==> src/rtl/uart_pkg.sv <==
// ----------------------------------------------------------------------------
// uart_pkg
// Shared UART definitions used by both the transmitter (uart_txd) and the
// receiver (uart_rxd): FSM state encodings and the default bit period.
// No ports; compile before any module that imports it.
// ----------------------------------------------------------------------------
package uart_pkg;

    // Line-state encodings are fixed so both directions decode the same values.
    typedef enum logic [1:0] {
        IDLE  = 2'd0,
        START = 2'd1,
        DATA  = 2'd2,
        STOP  = 2'd3
    } uart_state_e;

    // 100 MHz system clock divided down to 9600 baud.
    localparam int DEFAULT_CLKS_PER_BIT = 10416;

endpackage

==> src/rtl/uart_txd_if.sv <==
// ----------------------------------------------------------------------------
// uart_txd_if
// Byte hand-off from the cipher to the UART transmitter.
//   cipher_done       : one-clock strobe, data_from_cipher is valid
//   data_from_cipher  : byte to transmit
// Modports: master = cipher side (drives), slave = transmitter side (samples).
// ----------------------------------------------------------------------------
interface uart_txd_if;

    logic       cipher_done;
    logic [7:0] data_from_cipher;

    modport master (output cipher_done, output data_from_cipher);
    modport slave  (input  cipher_done, input  data_from_cipher);

endinterface

==> src/rtl/uart_tx_fifo.sv <==
// ----------------------------------------------------------------------------
// uart_tx_fifo
// Byte buffer in front of the transmitter. Synchronous write, show-ahead
// read (rd_data_o is the head byte whenever empty_o is low).
// Ports:
//   clk, rst            : system clock, asynchronous active-low reset
//   wr_en_i, wr_data_i  : push request and byte
//   rd_en_i             : pop the head byte
//   rd_data_o           : head byte
//   full_o, empty_o     : occupancy flags
// A push while full is accepted only if a pop happens on the same clock;
// the freed slot is the one being written, so occupancy stays the same.
// ----------------------------------------------------------------------------
module uart_tx_fifo #(
    parameter int DEPTH = 8
) (
    input  logic       clk,
    input  logic       rst,
    input  logic       wr_en_i,
    input  logic [7:0] wr_data_i,
    input  logic       rd_en_i,
    output logic [7:0] rd_data_o,
    output logic       full_o,
    output logic       empty_o
);

    localparam int AW = $clog2(DEPTH);
    localparam int PW = AW + 1;     // extra wrap bit tells full from empty

    logic [7:0]    mem_q [DEPTH];
    logic [PW-1:0] wr_ptr_q, wr_ptr_d;
    logic [PW-1:0] rd_ptr_q, rd_ptr_d;
    logic          full_s, empty_s, rd_ok_s, wr_ok_s;

    assign empty_s = (wr_ptr_q == rd_ptr_q);
    assign full_s  = (wr_ptr_q[PW-1] != rd_ptr_q[PW-1]) &&
                     (wr_ptr_q[AW-1:0] == rd_ptr_q[AW-1:0]);
    assign rd_ok_s = rd_en_i && !empty_s;
    assign wr_ok_s = wr_en_i && (!full_s || rd_ok_s);

    assign rd_data_o = mem_q[rd_ptr_q[AW-1:0]];
    assign full_o    = full_s;
    assign empty_o   = empty_s;

    // Pointer next-state; pointers wrap naturally modulo 2*DEPTH.
    always_comb begin
        wr_ptr_d = wr_ptr_q;
        rd_ptr_d = rd_ptr_q;
        if (wr_ok_s) begin
            wr_ptr_d = wr_ptr_q + PW'(1);
        end else begin
            wr_ptr_d = wr_ptr_q;
        end
        if (rd_ok_s) begin
            rd_ptr_d = rd_ptr_q + PW'(1);
        end else begin
            rd_ptr_d = rd_ptr_q;
        end
    end

    // Pointer registers; reset empties the buffer.
    always_ff @(posedge clk or negedge rst) begin
        if (!rst) begin
            wr_ptr_q <= '0;
            rd_ptr_q <= '0;
        end else begin
            wr_ptr_q <= wr_ptr_d;
            rd_ptr_q <= rd_ptr_d;
        end
    end

    // Storage array; contents are meaningless once the pointers are reset.
    always_ff @(posedge clk) begin
        if (wr_ok_s) begin
            mem_q[wr_ptr_q[AW-1:0]] <= wr_data_i;
        end
    end

endmodule

==> src/rtl/uart_txd.sv <==
// ----------------------------------------------------------------------------
// uart_txd
// Buffered 8N1 UART transmitter. Bytes strobed in from the cipher are queued
// in uart_tx_fifo and shifted out LSB first, one bit per CLKS_PER_BIT clocks.
// Ports:
//   clk           : system clock, rising edge
//   rst           : asynchronous active-low reset
//   cif           : uart_txd_if.slave (cipher_done strobe + data_from_cipher)
//   txd_data_out  : serial line, idle high, registered
//   txd_busy      : frame on the line or bytes waiting
//   fifo_full     : buffer holds FIFO_DEPTH bytes
//   overflow      : sticky, a byte was dropped; cleared only by reset
// ----------------------------------------------------------------------------
module uart_txd
    import uart_pkg::*;
#(
    parameter int CLKS_PER_BIT = DEFAULT_CLKS_PER_BIT,
    parameter int FIFO_DEPTH   = 8
) (
    input  logic       clk,
    input  logic       rst,
    uart_txd_if.slave  cif,
    output logic       txd_data_out,
    output logic       txd_busy,
    output logic       fifo_full,
    output logic       overflow
);

    localparam int CW = $clog2(CLKS_PER_BIT);

    uart_state_e   state_q, state_d;
    logic [CW-1:0] baud_q, baud_d;
    logic [2:0]    bit_idx_q, bit_idx_d;
    logic [7:0]    shift_q, shift_d;
    logic          txd_q, txd_d;
    logic          busy_q, busy_d;
    logic          ovf_q, ovf_d;

    logic          pop_s, bit_end_s, wr_acc_s;
    logic          fifo_full_s, fifo_empty_s;
    logic [7:0]    fifo_head_s;

    uart_tx_fifo #(.DEPTH(FIFO_DEPTH)) u_fifo (
        .clk       (clk),
        .rst       (rst),
        .wr_en_i   (cif.cipher_done),
        .wr_data_i (cif.data_from_cipher),
        .rd_en_i   (pop_s),
        .rd_data_o (fifo_head_s),
        .full_o    (fifo_full_s),
        .empty_o   (fifo_empty_s)
    );

    assign bit_end_s = (baud_q == CW'(CLKS_PER_BIT - 1));
    // A full buffer still takes a byte when the FSM pops on the same clock.
    assign wr_acc_s  = cif.cipher_done && (!fifo_full_s || pop_s);

    // Transmit FSM: next state, baud/bit counters and the next line level.
    always_comb begin
        state_d   = state_q;
        baud_d    = baud_q + CW'(1);
        bit_idx_d = bit_idx_q;
        shift_d   = shift_q;
        txd_d     = txd_q;
        pop_s     = 1'b0;
        case (state_q)
            IDLE: begin
                baud_d = '0;
                if (!fifo_empty_s) begin
                    state_d = START;
                    pop_s   = 1'b1;
                    shift_d = fifo_head_s;
                    txd_d   = 1'b0;
                end else begin
                    txd_d   = 1'b1;
                end
            end
            START: begin
                if (bit_end_s) begin
                    state_d   = DATA;
                    baud_d    = '0;
                    bit_idx_d = 3'd0;
                    txd_d     = shift_q[0];
                end else begin
                    txd_d     = 1'b0;
                end
            end
            DATA: begin
                if (bit_end_s) begin
                    baud_d    = '0;
                    bit_idx_d = bit_idx_q + 3'd1;   // 7 wraps back to 0
                    if (bit_idx_q == 3'd7) begin
                        state_d = STOP;
                        txd_d   = 1'b1;
                    end else begin
                        // Shift right so the next data bit sits at [0].
                        shift_d = {1'b0, shift_q[7:1]};
                        txd_d   = shift_q[1];
                    end
                end else begin
                    txd_d = txd_q;
                end
            end
            STOP: begin
                if (bit_end_s) begin
                    baud_d = '0;
                    if (!fifo_empty_s) begin
                        state_d = START;            // back-to-back frame
                        pop_s   = 1'b1;
                        shift_d = fifo_head_s;
                        txd_d   = 1'b0;
                    end else begin
                        state_d = IDLE;
                        txd_d   = 1'b1;
                    end
                end else begin
                    txd_d = 1'b1;
                end
            end
            default: begin
                state_d = IDLE;
                baud_d  = '0;
                txd_d   = 1'b1;
            end
        endcase
    end

    // Status: busy follows the state being entered plus any byte just queued.
    always_comb begin
        busy_d = (state_d != IDLE) || wr_acc_s;
        ovf_d  = ovf_q || (cif.cipher_done && fifo_full_s && !pop_s);
    end

    // State and datapath registers; reset drives the line high at once.
    always_ff @(posedge clk or negedge rst) begin
        if (!rst) begin
            state_q   <= IDLE;
            baud_q    <= '0;
            bit_idx_q <= 3'd0;
            shift_q   <= 8'h00;
            txd_q     <= 1'b1;
            busy_q    <= 1'b0;
            ovf_q     <= 1'b0;
        end else begin
            state_q   <= state_d;
            baud_q    <= baud_d;
            bit_idx_q <= bit_idx_d;
            shift_q   <= shift_d;
            txd_q     <= txd_d;
            busy_q    <= busy_d;
            ovf_q     <= ovf_d;
        end
    end

    assign txd_data_out = txd_q;
    assign txd_busy     = busy_q;
    assign fifo_full    = fifo_full_s;
    assign overflow     = ovf_q;

endmodule

==> src/flat_wrapper.sv <==
// flat-port wrapper written by rule: the top's interface ports become plain ports
module uart_txd_flat import uart_pkg::*;
#(
    parameter int CLKS_PER_BIT = DEFAULT_CLKS_PER_BIT,
    parameter int FIFO_DEPTH   = 8
)
  (clk, rst, txd_data_out, txd_busy, fifo_full, overflow, cif_cipher_done, cif_data_from_cipher);
  uart_txd_if cif_i ();
  input  logic clk;
  input  logic rst;
  output logic txd_data_out;
  output logic txd_busy;
  output logic fifo_full;
  output logic overflow;
  input wire logic [$bits(cif_i.cipher_done)-1:0] cif_cipher_done;
  input wire logic [$bits(cif_i.data_from_cipher)-1:0] cif_data_from_cipher;
  assign cif_i.cipher_done = cif_cipher_done;
  assign cif_i.data_from_cipher = cif_data_from_cipher;
  uart_txd #(.CLKS_PER_BIT(CLKS_PER_BIT), .FIFO_DEPTH(FIFO_DEPTH)) u_core (.clk(clk), .rst(rst), .cif(cif_i), .txd_data_out(txd_data_out), .txd_busy(txd_busy), .fifo_full(fifo_full), .overflow(overflow));
endmodule
==> config.mk <==
export PLATFORM = sky130hd
export DESIGN_NAME = uart_txd_flat
export DESIGN_NICKNAME = d
export VERILOG_FILES = /design/src/rtl/uart_pkg.sv /design/src/rtl/uart_txd_if.sv /design/src/rtl/uart_tx_fifo.sv /design/src/rtl/uart_txd.sv /design/src/flat_wrapper.sv
export SDC_FILE = /design/constraint.sdc
export NUM_CORES = 1
export LEC_CHECK = 0
export BUFFER_PORTS_ARGS = -buffer_cell sky130_fd_sc_hd__buf_2
export CAP_MARGIN = 20
export CELL_PAD_IN_SITES_DETAIL_PLACEMENT = 2
export CELL_PAD_IN_SITES_GLOBAL_PLACEMENT = 2
export CORE_ASPECT_RATIO = 1.5
export CORE_MARGIN = 2
export CORE_UTILIZATION = 41
export DETAILED_ROUTE_END_ITERATION = 12
export GPL_TIMING_DRIVEN = 1
export HOLD_SLACK_MARGIN = 0.12
export PLACE_DENSITY_LB_ADDON = 0.25
export RECOVER_POWER = 25
export SLEW_MARGIN = 10
export SYNTH_ARGS = -nofsm -noshare
export SYNTH_HDL_FRONTEND = slang
export SYNTH_HIERARCHICAL = 1
export SYNTH_SLANG_ARGS = --single-unit
==> constraint.sdc <==
create_clock -name clk -period 3.4 [get_ports clk]
set_clock_uncertainty 0.15 [all_clocks]
set_input_delay 0.51 -clock clk [delete_from_list [all_inputs] [get_ports clk]]
set_output_delay 0.51 -clock clk [all_outputs]
set_load 0.005 [all_outputs]
==> out/metrics.cfg, run 1 <==
[power]
power_switching_w = 0.00150
power_density_nw_per_um2 = 823
p_seq_share_pct = 41.3
switching_share_pct = 35.2
pwr-share-comb_pct = 33.8
intPower_w = 0.00276
finalPower_w = 0.00425
power_frac_clock_pct = 24.9
irDropWorstVdd_uv = 388
leakagePower_nw = 1.92

[run_status]
status = finished clean

[sta]
setup_viol = 0
rsz0062_at_grt = no
fmax_mhz = 322
max_slew_margin_pct = 40.7
tightest_slew_ns = 0.889
whs_ns = 0.128
maxSlewViolCount = 0
setup_tns_ns = 0
setup_ws_ns = 0.296
min_period_over_period_pct = 91.3
final_hold_viol_count = 0
finalCriticalPeriod_ns = 3.10

[route]
ant_nets = 0
drtIter0Drc = 75
finalWirelength_um = 10300
dr.pass1.iters = 5
via_count = 2641
via_per_inst = 5.43
post_drt_wl_per_cell_um = 21.3
drc = 0

[layout]
fin_nets = 354
area_delta_synth_final_pct = 12.7
drive_above_1_share_pct = 20.9
nFillCells = 1060
diodes = 0
final_cell_mix = edfxtp_1, dfrtp_1, nor2_1, inv_1, buf_4
final_common_cell = edfxtp_1

[global_route]
grt_pass1_wl_um = 16900
grt-ovfl-total = 0
grtUsageTotal_pct = 18.7
antenna_found_initial = 0
grt_pass1_vias = 2953
grt_start_max_net_pins = 39

[synth]
syn_area_um2 = 4590
avgSynthCellArea_um2 = 14.7
synth_warnings = 6
seq_area_frac_synth_pct = 62.7
synth_edf_count = 64
synthArstFlopShare_pct = 37.3
ys_types = 53
syn_nets = 331
synthCells = 311
ys.flop_type = edfxtp_1
ys_seq_elements = 102

[worst_hold_path]
min_path_type = in2async

[setup_path]
endpoint_kind = flip-flop
critPathArrivalTime_ns = 2.94
path_class = reg2reg
critPathRequiredTime_ns = 3.23
crit_fanout = 8
cp-start-kind = flip-flop

[placed_design]
post-place-ws_ns = 0.327
gp_congestion = 0.751
place_hpwl_um = 7160
port_buffers = 14

[floorplanning]
die_area_um2 = 12100
die_h_um = 134
coreArea_um2 = 11000
num_io_pins = 15
die_w_um = 90.4
row_count = 47
start_util_pct = 41.7

[clocking]
postCtsHoldBufs = 0
cts_buffers = 9
post-cts-setup-buffers = 0
cts_tree = done
cts_buffer_depth = 2
cts_sinks = 102
htreeDepth = 3
ctsResizeCount = 0
root_buffer = clkbuf_16
clk_latency_ns = 0.35
clkTransAtPathRegs_ns = 0.08

[flow_run]
maxCapViolCount = 0

-- sequential cells by signal (all words and copies together) (netlist names) --
name                    cells
u_core/txd_busy             1
u_core/u_fifo/mem_q        64
u_core/overflow             1
u_core/baud_q              14
u_core/bit_idx_q            3
u_core/u_fifo/rd_ptr_q      4
u_core/state_q              2
u_core/u_fifo/wr_ptr_q      4
u_core/shift_q              8
u_core/txd_data_out         1
-- routing by layer --
metal  track usage (%)  routed length, um  vias up
met5                 0                  0        -
met4              5.30                104        0
met3              3.45                183        7
met2              34.1               5740       23
met1              22.7               4320     1386
li1                  -                  -     1225
-- worst max-delay path, stage by stage (launching register included) --
cell and delay, ns:
dfrtp_1 0.40, ha_1 0.21, and4_1 0.26, and4_1 0.38
a21oi_1 0.11, nor3_1 0.37, nor3_1 0.24, nor2_1 0.61
-- cell usage after synthesis (5+ instances only) --
library cell / n / area, um^2
ha_1: 9 / 113
nor2_1: 26 / 97.6
o22ai_1: 8 / 50.1
nand2_1: 11 / 41.3
buf_2: 5 / 25.0
inv_1: 14 / 52.6
a21oi_1: 9 / 45.0
dfrtp_1: 37 / 926
xor2_1: 9 / 78.8
nor3_1: 7 / 35.0
xnor2_1: 10 / 87.6
mux4_1: 5 / 131
mux2_2: 12 / 135
nand3_1: 8 / 40.0
mux4_2: 11 / 248
clkbuf_1: 6 / 22.5
edfxtp_1: 64 / 1920
-- layout make-up --
class / count / area, um^2 / area share (%)
Clock inverter: 7 / 88.8 / 1.72
Timing Repair Buffer: 27 / 159 / 3.08
Tap cell: 147 / 184 / 3.56
Clock buffer: 9 / 225 / 4.36
Inverter: 14 / 52.6 / 1.02
Sequential cell: 102 / 2870 / 55.6
Multi-Input combinational cell: 180 / 1580 / 30.6
-- through the flow --
| step | util [%] | cells | area [um^2] |
|---|---|---|---|
| floorplan | - | 311 | 4590 |
| global placement | 44.2 | 470 | 4860 |
| detailed placement | 44.2 | 470 | 4860 |
| CTS | 47.1 | 486 | 5170 |
| global route | 47.0 | 486 | 5170 |
| finish | 47.0 | 486 | 5170 |
-- worst paths after layout --
| path | endpoint | slack [ns] | cells after the start | startpoint |
|---|---|---|---|---|
| max | u_core/u_fifo/mem_q[7][0] | 0.30 | 7 | u_core/baud_q[0] |
| min | u_core/baud_q[11] | 0.13 | 1 | rst |
| max reg2reg | u_core/u_fifo/mem_q[7][0] | 0.30 | 7 | u_core/baud_q[0] |
| min reg2reg | u_core/overflow | 0.32 | 1 | u_core/overflow |
| max in group asynchronous | u_core/state_q[1] | 2.41 | 1 | rst |
| min in group clk | u_core/u_fifo/mem_q[1][7] | 0.32 | 1 | cif_data_from_cipher[7] |
-- logic make-up after synthesis --
family / count (synthesis) / share of synthesized area [%]
buffers and inverters: 29 / 3.08
adder cells (fa/ha/maj): 9 / 2.46
flip-flops: 102 / 62.7
XOR/XNOR: 21 / 4.34
AND/OR/NAND/NOR: 80 / 9.82
AO/OA/AOI/OAI: 41 / 6.19
multiplexers: 29 / 11.4
-- power by group through the flow --
stage	Sequential (W)	Combinational, W	Clock, W
global route	0.00179	0.00159	0.00113
floorplan	0.00170	0.00110	0
detailed placement	0.00178	0.00144	0
finish	0.00176	0.00144	0.00106
global placement	0.00176	0.00138	0
CTS	0.00176	0.00148	0.00109
Power figures use the tool's default switching activity.
==> run 2, diff against run 1 <==
--- a/config.mk
+++ b/config.mk
@@ -5,16 +5,15 @@
 export SDC_FILE = /design/constraint.sdc
 export NUM_CORES = 1
 export LEC_CHECK = 0
-export BUFFER_PORTS_ARGS = -buffer_cell sky130_fd_sc_hd__buf_2
 export CAP_MARGIN = 20
 export CELL_PAD_IN_SITES_DETAIL_PLACEMENT = 2
 export CELL_PAD_IN_SITES_GLOBAL_PLACEMENT = 2
 export CORE_ASPECT_RATIO = 1.5
 export CORE_MARGIN = 2
-export CORE_UTILIZATION = 41
+export CORE_UTILIZATION = 42
 export DETAILED_ROUTE_END_ITERATION = 12
+export DONT_BUFFER_PORTS = 1
 export GPL_TIMING_DRIVEN = 1
-export HOLD_SLACK_MARGIN = 0.12
 export PLACE_DENSITY_LB_ADDON = 0.25
 export RECOVER_POWER = 25
 export SLEW_MARGIN = 10
==> run 2 against run 1 <==
Against the previous run:
- flip-flop and latch count did not move
- largest power group unchanged
- design area decreased by 0.85%
- combinational power decreased by 3%
- clock-buffer cell count unchanged
- die area fell by 2.3%
- register-to-register slack better by 0.18 ns
- highest routed layer unchanged
- critical endpoint is now u_core/u_fifo/mem_q[6][3]
==> out/metrics.cfg, run 2 (synthesis results as in run 1) <==
[route]
via_per_inst = 5.49
post_drt_wl_per_cell_um = 21.5
dr.pass1.iters = 4
drc = 0
finalWirelength_um = 10100
via_count = 2591
drtIter0Drc = 134
ant_nets = 0

[sta]
final_hold_viol_count = 0
min_period_over_period_pct = 86.1
tightest_slew_ns = 0.702
maxSlewViolCount = 0
setup_ws_ns = 0.472
max_slew_margin_pct = 52.8
setup_tns_ns = 0
finalCriticalPeriod_ns = 2.93
whs_ns = 0.107
rsz0062_at_grt = no
fmax_mhz = 342
setup_viol = 0

[power]
power_switching_w = 0.00144
pwr-share-comb_pct = 33.6
power_frac_clock_pct = 24.2
intPower_w = 0.00274
irDropWorstVdd_uv = 397
leakagePower_nw = 1.90
power_density_nw_per_um2 = 815
switching_share_pct = 34.4
p_seq_share_pct = 42.3

[global_route]
use_met1_pct = 21.8
grtUsageTotal_pct = 18.8
grt-ovfl-total = 0
grt_pass1_wl_um = 16400
met2_usage_pct = 34.4
grt_busiest_layer = met2
grt_start_max_net_pins = 39
globalRouteMet3Util_pct = 3.51
antenna_found_initial = 0
grt_pass1_vias = 3026

[placed_design]
port_buffers = 0
gp_congestion = 0.723
placed_area_um2 = 4790
post-place-ws_ns = 0.528
place_hpwl_um = 7210

[layout]
largest_reg_flops = 64
drive_above_1_share_pct = 20.1
fin_area_um2 = 5120
final_common_cell = edfxtp_1
fin_nets = 343
diodes = 0
final_cell_mix = edfxtp_1, dfrtp_1, nor2_1, inv_1, buf_4
area_delta_synth_final_pct = 11.7

[floorplanning]
die_h_um = 132
num_io_pins = 15
coreArea_um2 = 10600
row_count = 46
die_w_um = 89.3
start_util_pct = 43.3
die_area_um2 = 11800

[setup_path]
cp_cell_sequence = ha_1, and4_1, and4_1, a21oi_1, nor3_1, buf_4, o31ai_1, nor3_1, buf_4
critical_path_buf_inv_count = 2
critPathRequiredTime_ns = 3.30
cp_slowest_cell = dfrtp_1
r2r-end = u_core/u_fifo/mem_q[6][3]
endpoint_kind = flip-flop
slowest_delay_ns = 0.42
setup.worst_path.start = u_core/baud_q[0]
cp_num_cells = 9
reg2reg_depth = 9
crit_fanout = 8
r2r-start = u_core/baud_q[0]
path_class = reg2reg
critPathArrivalTime_ns = 2.83
cp-start-kind = flip-flop
reg2reg_slack_ns = 0.47
crit_end = u_core/u_fifo/mem_q[6][3]
cp_top_family = simple AND/OR/NAND/NOR gates

[flow_run]
maxCapViolCount = 0

[clocking]
cts_buffer_depth = 2
cts_sinks = 102
htreeDepth = 3
root_buffer = clkbuf_16
ctsResizeCount = 0
clk_latency_ns = 0.34
post-cts-setup-buffers = 0
cts_buffers = 9
clkTransAtPathRegs_ns = 0.08
cts_tree = done

[run_status]
status = finished clean

[worst_hold_path]
min_path_type = in2reg

run 2: cell types whose count changed in the layout (fill, tap and decap cells not counted), sizes merged:
cell / before / now
clkbuf: 16 / 9
buf: 20 / 15
dlygate4sd3: 0 / 1
run 2: area by class of cell:
cell class	instances	area, um^2
fillers	1022	5470
multi-input cells	180	1580
inverters	14	52.6
clock buffers	9	225
flip-flops and latches	102	2870
repair buffers	16	135
clock inverters	7	72.6
well taps	144	180
run 2: worst register-to-register path, delay by kind of cell (launching register included):
family                     cells  cell delay, ns
buffers and inverters          2            0.45
DFF                            1            0.42
adders and majority gates      1            0.23
AOI/OAI and AO/OA              2            0.24
and+or+nand+nor                4            1.16
run 2: worst min-delay path by stage:
stage                       startpoint                        end  slack, ns  cells after the start
2_1_floorplan                      rst           u_core/baud_q[0]       0.06                      0
3_3_place_gp                       rst          u_core/baud_q[11]       0.07                      0
3_5_place_dp                       rst          u_core/baud_q[11]       0.07                      0
4_1_cts        cif_data_from_cipher[5]  u_core/u_fifo/mem_q[4][5]        0.1                      0
5_1_grt        cif_data_from_cipher[5]  u_core/u_fifo/mem_q[4][5]       0.09                      0
6_report       cif_data_from_cipher[5]  u_core/u_fifo/mem_q[4][5]       0.11                      0
run 2: through the flow:
step | power (W) | instances | utilization (%)
2_1_floorplan | 0.00280 | 311 | -
3_3_place_gp | 0.00309 | 454 | 45.3
3_5_place_dp | 0.00319 | 454 | 45.3
4_1_cts | 0.00424 | 472 | 48.4
5_1_grt | 0.00442 | 472 | 48.4
6_report | 0.00417 | 472 | 48.4
run 2: repair_timing:
item | in CTS | in global routing
endpoints found under the hold margin | 38 | 0
hold buffers | 2 | 0
setup endpoints to repair | 0 | 0
run 2: power by group through the flow:
| stage | Sequential [W] | Combinational [W] | Clock [W] |
|---|---|---|---|
| CTS | 0.00177 | 0.00143 | 0.00104 |
| floorplan | 0.00170 | 0.00110 | 0 |
| detailed placement | 0.00179 | 0.00140 | 0 |
| global placement | 0.00177 | 0.00132 | 0 |
| finish | 0.00176 | 0.00140 | 0.00101 |
| global route | 0.00179 | 0.00155 | 0.00108 |
run 2: routing by layer:
metal / vias to the layer above / routed length [um] / part of all wire [%]
li1: 1199 / - / -
met1: 1349 / 3960 / 39
met2: 34 / 5820 / 57
met3: 9 / 251 / 2.5
met4: 0 / 119 / 1.2
met5: - / 0 / 0
